`src/rtl/seg7_pkg.sv`:
```
// seg7_pkg: shared types and constants for the seven-segment display sharing blocks
//   seg7_arb_state_e : arbiter state (IDLE, HOLD)
//   SEG7_WORD_W      : width of one display word (4 hex digits)
//   BLANK_WORD       : word with every digit code B, which the display renders with all segments off
package seg7_pkg;
   typedef enum logic [0:0] {IDLE = 1'b0, HOLD = 1'b1} seg7_arb_state_e;
   localparam int SEG7_WORD_W = 16;
   localparam logic [SEG7_WORD_W-1:0] BLANK_WORD = 16'hBBBB;
endpackage

```
`src/rtl/seg7_rr_pick.sv`:
```
// seg7_rr_pick: combinational round-robin picker
//   req   in  N_REQ : request vector, already masked by the caller
//   last  in  IW    : index of the previous owner; search starts at last+1
//   valid out 1     : some request is set
//   idx   out IW    : winning index (holds last when nothing is requested)
module seg7_rr_pick #(
   parameter int N_REQ = 4,
   parameter int IW = $clog2(N_REQ)
) (
   input  logic [N_REQ-1:0] req,
   input  logic [IW-1:0]    last,
   output logic             valid,
   output logic [IW-1:0]    idx
);
   logic [IW-1:0] c;
   // Scan farthest offset first so the nearest requester after last overwrites the result.
   always_comb begin
      valid = 1'b0;
      idx = last;
      c = '0;
      for (int i = N_REQ; i >= 1; i--) begin
         c = IW'((int'(last) + i) % N_REQ);
         if (req[c]) begin
            valid = 1'b1;
            idx = c;
         end
      end
   end
endmodule

```
`src/rtl/seg7_disp_arb.sv`:
```
// seg7_disp_arb: round-robin arbiter sharing one 4-digit seven-segment display among N_REQ requesters
//   clk     in  1          : clock, rising edge
//   rst_i   in  1          : asynchronous active-high reset
//   req_i   in  N_REQ      : level requests
//   data_i  in  N_REQ*16   : requester k's word at [16k+15:16k]
//   ack_o   out N_REQ      : one-cycle grant pulse, one-hot or zero
//   owner_o out clog2(N)   : current or last owner
//   busy_o  out 1          : hold window running
//   x_o     out 16         : word to the display controller
//   clr_o   out 1          : one-cycle scan restart, coincident with each x_o change
module seg7_disp_arb
   import seg7_pkg::*;
#(
   parameter int N_REQ = 4,
   parameter int HOLD_CYCLES = 50_000_000
) (
   input  logic                         clk,
   input  logic                         rst_i,
   input  logic [N_REQ-1:0]             req_i,
   input  logic [N_REQ*SEG7_WORD_W-1:0] data_i,
   output logic [N_REQ-1:0]             ack_o,
   output logic [$clog2(N_REQ)-1:0]     owner_o,
   output logic                         busy_o,
   output logic [SEG7_WORD_W-1:0]       x_o,
   output logic                         clr_o
);
   localparam int IW = $clog2(N_REQ);
   localparam int CW = $clog2(HOLD_CYCLES + 1);
   seg7_arb_state_e        state_q, state_d;
   logic [CW-1:0]          cnt_q, cnt_d;
   logic [N_REQ-1:0]       ack_q, ack_d;
   logic [IW-1:0]          owner_q, owner_d;
   logic [SEG7_WORD_W-1:0] x_q, x_d;
   logic                   clr_q, clr_d;
   logic [SEG7_WORD_W-1:0] words [N_REQ];
   logic                   win_valid, grant;
   logic [IW-1:0]          win_idx;
   for (genvar g = 0; g < N_REQ; g++) begin : g_word
      assign words[g] = data_i[g*SEG7_WORD_W +: SEG7_WORD_W];
   end
   // The ack mask keeps a requester that has not yet dropped its request from winning again.
   seg7_rr_pick #(.N_REQ(N_REQ)) u_pick (
      .req   (req_i & ~ack_q),
      .last  (owner_q),
      .valid (win_valid),
      .idx   (win_idx)
   );
   always_comb begin
      grant = win_valid && (state_q == IDLE || cnt_q == '0);
      ack_d = grant ? (N_REQ'(1) << win_idx) : '0;
      clr_d = grant;
      x_d = grant ? words[win_idx] : x_q;
      owner_d = grant ? win_idx : owner_q;
      cnt_d = grant ? CW'(HOLD_CYCLES - 1) : (cnt_q != '0 ? cnt_q - CW'(1) : cnt_q);
      state_d = grant ? HOLD : (cnt_q == '0 ? IDLE : state_q);
   end
   always_ff @(posedge clk or posedge rst_i) begin
      if (rst_i) begin
         state_q <= IDLE;
         cnt_q <= '0;
         ack_q <= '0;
         owner_q <= IW'(N_REQ - 1);
         x_q <= BLANK_WORD;
         clr_q <= 1'b0;
      end else begin
         state_q <= state_d;
         cnt_q <= cnt_d;
         ack_q <= ack_d;
         owner_q <= owner_d;
         x_q <= x_d;
         clr_q <= clr_d;
      end
   end
   assign ack_o = ack_q;
   assign owner_o = owner_q;
   assign busy_o = (state_q == HOLD);
   assign x_o = x_q;
   assign clr_o = clr_q;
endmodule

```
`config.mk`:
```
export PLATFORM = sky130hd
export DESIGN_NAME = seg7_disp_arb
export DESIGN_NICKNAME = d
export VERILOG_FILES = /design/src/rtl/seg7_pkg.sv /design/src/rtl/seg7_rr_pick.sv /design/src/rtl/seg7_disp_arb.sv
export SDC_FILE = /design/constraint.sdc
export NUM_CORES = 1
export LEC_CHECK = 0
export ABC_AREA = 1
export BUFFER_PORTS_ARGS = -buffer_cell sky130_fd_sc_hd__buf_2
export CAP_MARGIN = 25
export CORE_ASPECT_RATIO = 1.2
export CORE_UTILIZATION = 30
export DETAILED_ROUTE_END_ITERATION = 6
export HOLD_SLACK_MARGIN = 0.02
export PLACE_DENSITY_LB_ADDON = 0.25
export SLEW_MARGIN = 5
export SYNTH_ARGS = -nofsm -noshare
export SYNTH_HDL_FRONTEND = slang
export SYNTH_SLANG_ARGS = --single-unit
```
`constraint.sdc`:
```
create_clock -name clk -period 2.1 [get_ports clk]
set_clock_uncertainty 0.15 [all_clocks]
set_input_delay 0.21 -clock clk [delete_from_list [all_inputs] [get_ports clk]]
set_output_delay 0.21 -clock clk [all_outputs]
set_load 0.02 [all_outputs]
```
==> flow_summary.json <==
{
  "worst_slew_pin_slew_ns": 0.344,
  "netlist_instances": 481,
  "cp-end-kind": "flip-flop",
  "pwr-share-seq_pct": 42.9,
  "drt_iter0_drc": 151,
  "cts_buffers": 5,
  "crit_start": "owner_o[0]",
  "drive_gt1_share_pct": 44.8,
  "total_power_mw": 2.25,
  "cts_sinks": 50,
  "viasPerCell": 4.75,
  "die_h_um": 116,
  "final_core_util_pct": 48.9,
  "top_layer_used": "met4",
  "initial_core_util_pct": 30.8,
  "slew_viol_final": 0,
  "grt_antenna_before_repair": 0,
  "vias": 3670,
  "core-area_um2": 10500,
  "area_growth_pct": 58.7,
  "grt_pass1_vias": 3521,
  "clkLatencyLatePin_ns": 0.29,
  "crit_type": "reg -> reg",
  "startpoint_type": "flip-flop",
  "maxSlewHeadroom_pct": 77.0,
  "place_hpwl_um": 6580,
  "grt_setup_unrepaired": "yes",
  "antenna_left": 0,
  "avgSynthCellArea_um2": 6.74,
  "grt_usage_pct": 18.5,
  "wl_met3_um": 546,
  "nNetsFinal": 714,
  "finalHoldViolations": 0,
  "setup_viol": 41,
  "wirelength_um": 10500,
  "n_antenna_cell": 0,
  "cts_tree": "done",
  "cp.arrival_ns": 2.31,
  "cts.clk_slew.worst_paths_ns": 0.07,
  "rows": 41,
  "grt_pass1_wl_um": 16700,
  "m1WireLength_um": 4280,
  "switching_share_pct": 24.7,
  "grt_overflow": 0,
  "numPortBuffers": 93,
  "synthesis.area_um2": 3240,
  "hold_class": "in -> reg",
  "htree_levels": 2,
  "die_w_um": 96.9,
  "yosys_warnings": 0,
  "hold_slack_ns": 0.149,
  "dieArea_um2": 11200,
  "post-route-min-period_ns": 2.24,
  "routedWlPerCell_um": 13.6,
  "power.switching_mw": 0.555,
  "worstHoldPathCells": 7,
  "dr.pass1.iters": 4,
  "io-pin-count": 94,
  "setup_ws_ns": -0.144,
  "synth_cell_types": 34,
  "cp_max_fo": 22,
  "powerDensity_nw_per_um2": 437,
  "pwr-share-clk_pct": 40.7,
  "synth_fp_nets": 553,
  "gp_congestion": 0.786,
  "power.leakage_nw": 2.66,
  "outcome": "complete, but fails checks",
  "intPower_mw": 1.69,
  "pwr-share-comb_pct": 16.4,
  "cts_root_buffer": "clkbuf_16",
  "fmax_mhz": 446,
  "clk_path_buf_depth": 2,
  "violations": "negative setup slack",
  "worstHoldStart": "data_i[52]",
  "finalCritPeriodShare_pct": 107,
  "max-vdd-ir-drop_mv": 0.298,
  "cap_violations": 0,
  "crit_required_ns": 2.16,
  "ff2ff_path_depth": 11,
  "r2r-start": "owner_o[0]",
  "ys_ff_latch": 50,
  "drc": 0,
  "grt_start_max_net_pins": 37,
  "fillers": 965,
  "yosysSeqAreaShare_pct": 39.1,
  "route.met2.wl_um": 5280
}
[cell usage after synthesis]
cell | count | area [um^2]
a31oi_1 | 3 | 18.8
o21ai_0 | 11 | 55.1
a211oi_1 | 1 | 7.51
inv_1 | 27 | 101
or2_2 | 2 | 12.5
nor2_4 | 1 | 11.3
xor2_1 | 2 | 17.5
a21oi_1 | 12 | 60.1
dfrtp_1 | 36 | 901
nand3_4 | 1 | 17.5
nor2_1 | 37 | 139
inv_4 | 1 | 6.26
clkbuf_1 | 1 | 3.75
nor2_2 | 7 | 43.8
xnor2_1 | 2 | 17.5
nor3_2 | 1 | 10.0
xnor2_2 | 1 | 16.3
buf_6 | 7 | 78.8
nand2_4 | 2 | 22.5
buf_2 | 8 | 40.0
o31ai_1 | 1 | 7.51
and3_1 | 2 | 12.5
ha_1 | 2 | 25.0
inv_2 | 8 | 30.0
nand2_2 | 4 | 25.0
buf_4 | 4 | 30.0
nand2_1 | 212 | 796
o21ai_1 | 6 | 30.0
nand3b_1 | 1 | 7.51
nand3_1 | 51 | 255
nor3_1 | 6 | 30.0
dfstp_2 | 14 | 368
o211ai_1 | 2 | 15.0
nand4_1 | 5 | 31.3
[power groups by stage]
stage | Combinational [mW] | Clock [mW] | Sequential [mW]
after floorplan | 0.154 | 0 | 0.981
after global placement | 0.254 | 0 | 0.981
after detailed placement | 0.254 | 0 | 0.981
after CTS | 0.331 | 0.940 | 0.964
after global routing | 0.404 | 0.976 | 0.963
final | 0.369 | 0.916 | 0.964
[worst paths after layout]
kind,to,slack (ns)
max in group asynchronous,x_o[8],0.94
min reg2reg,x_o[4],0.31
max,ack_o[2],-0.14
min in group asynchronous,x_o[2],0.28
min,x_o[4],0.15
max reg2reg,ack_o[2],-0.14
[final cells by class]
cell class              count  area, um^2  area share, %
multi-input cells         379        2140           41.5
clock inverters             2        37.5          0.729
inverters                  36         153           2.97
repair buffers            169        1260           24.4
clock buffers               6         129           2.50
well taps                 129         161           3.14
repair inverters            1        5.00         0.0972
flip-flops and latches     50        1270           24.6
[cells by family after synthesis]
kind of cell             after synthesis  share of synthesized area, %
adder cells (fa/ha/maj)                2                         0.771
AND/OR/NAND/NOR                      332                          43.6
buffers and inverters                 56                          8.95
XOR/XNOR                               5                          1.58
flip-flops                            50                          39.1
AO/OA/AOI/OAI                         36                          5.98
[sequential cells by signal, summed over array words and instances, names as in the netlist]
signal   cells
ack_o        4
busy_o       1
clr_o        1
cnt_q       26
owner_o      2
x_o         16
[cell usage in the layout, fill, tap and decap left out, types with 11 or more instances in the layout]
master and n:
dfstp_2 14, nand2_1 186, buf_4 52, inv_1 24, dfrtp_1 36, nor2_1 33
a21oi_1 11, nand3_1 30, nand2_2 22, buf_2 93, nand3_2 20
[critical path, stage by stage (launching register included)]
cell and delay [ns]:
dfstp_2 0.60, buf_12 0.13, nand3_1 0.08, nand2_2 0.13, nand2_4 0.07, nand2_4 0.08
buf_4 0.12, nor3_4 0.04, nor2_4 0.25, clkinv_4 0.14, buf_12 0.18, nor3_2 0.17
[stage by stage]
| stage | instances | TNS [ns] | setup slack [ns] | area [um^2] |
|---|---|---|---|---|
| after global placement | 732 | -1.76 | -0.128 | 4140 |
| after detailed placement | 732 | -2.48 | -0.125 | 4140 |
| final | 772 | -3.24 | -0.144 | 5150 |
| after floorplan | 481 | 0 | 0.0488 | 3240 |
| after CTS | 761 | -1.07 | -0.0842 | 4850 |
| after global routing | 772 | -7.77 | -0.256 | 5150 |
[per-layer routing]
metal  up-vias  GRT usage (%)
met5         -              0
met4         0           9.15
met3        30           3.14
met2       145           32.3
met1      1646           22.1
li1       1849              -
[what timing repair did]
action / in CTS / in global routing
endpoints found under the setup margin: 42 / 45
hold endpoints to repair: 5 / 0
pin swaps: 26 / 31
cloned: 8 / 2
hold buffers: 1 / 0
gates resized for setup: 60 / 61
setup buffers: 12 / 12
Note: power is estimated with default switching activity, not from simulation.
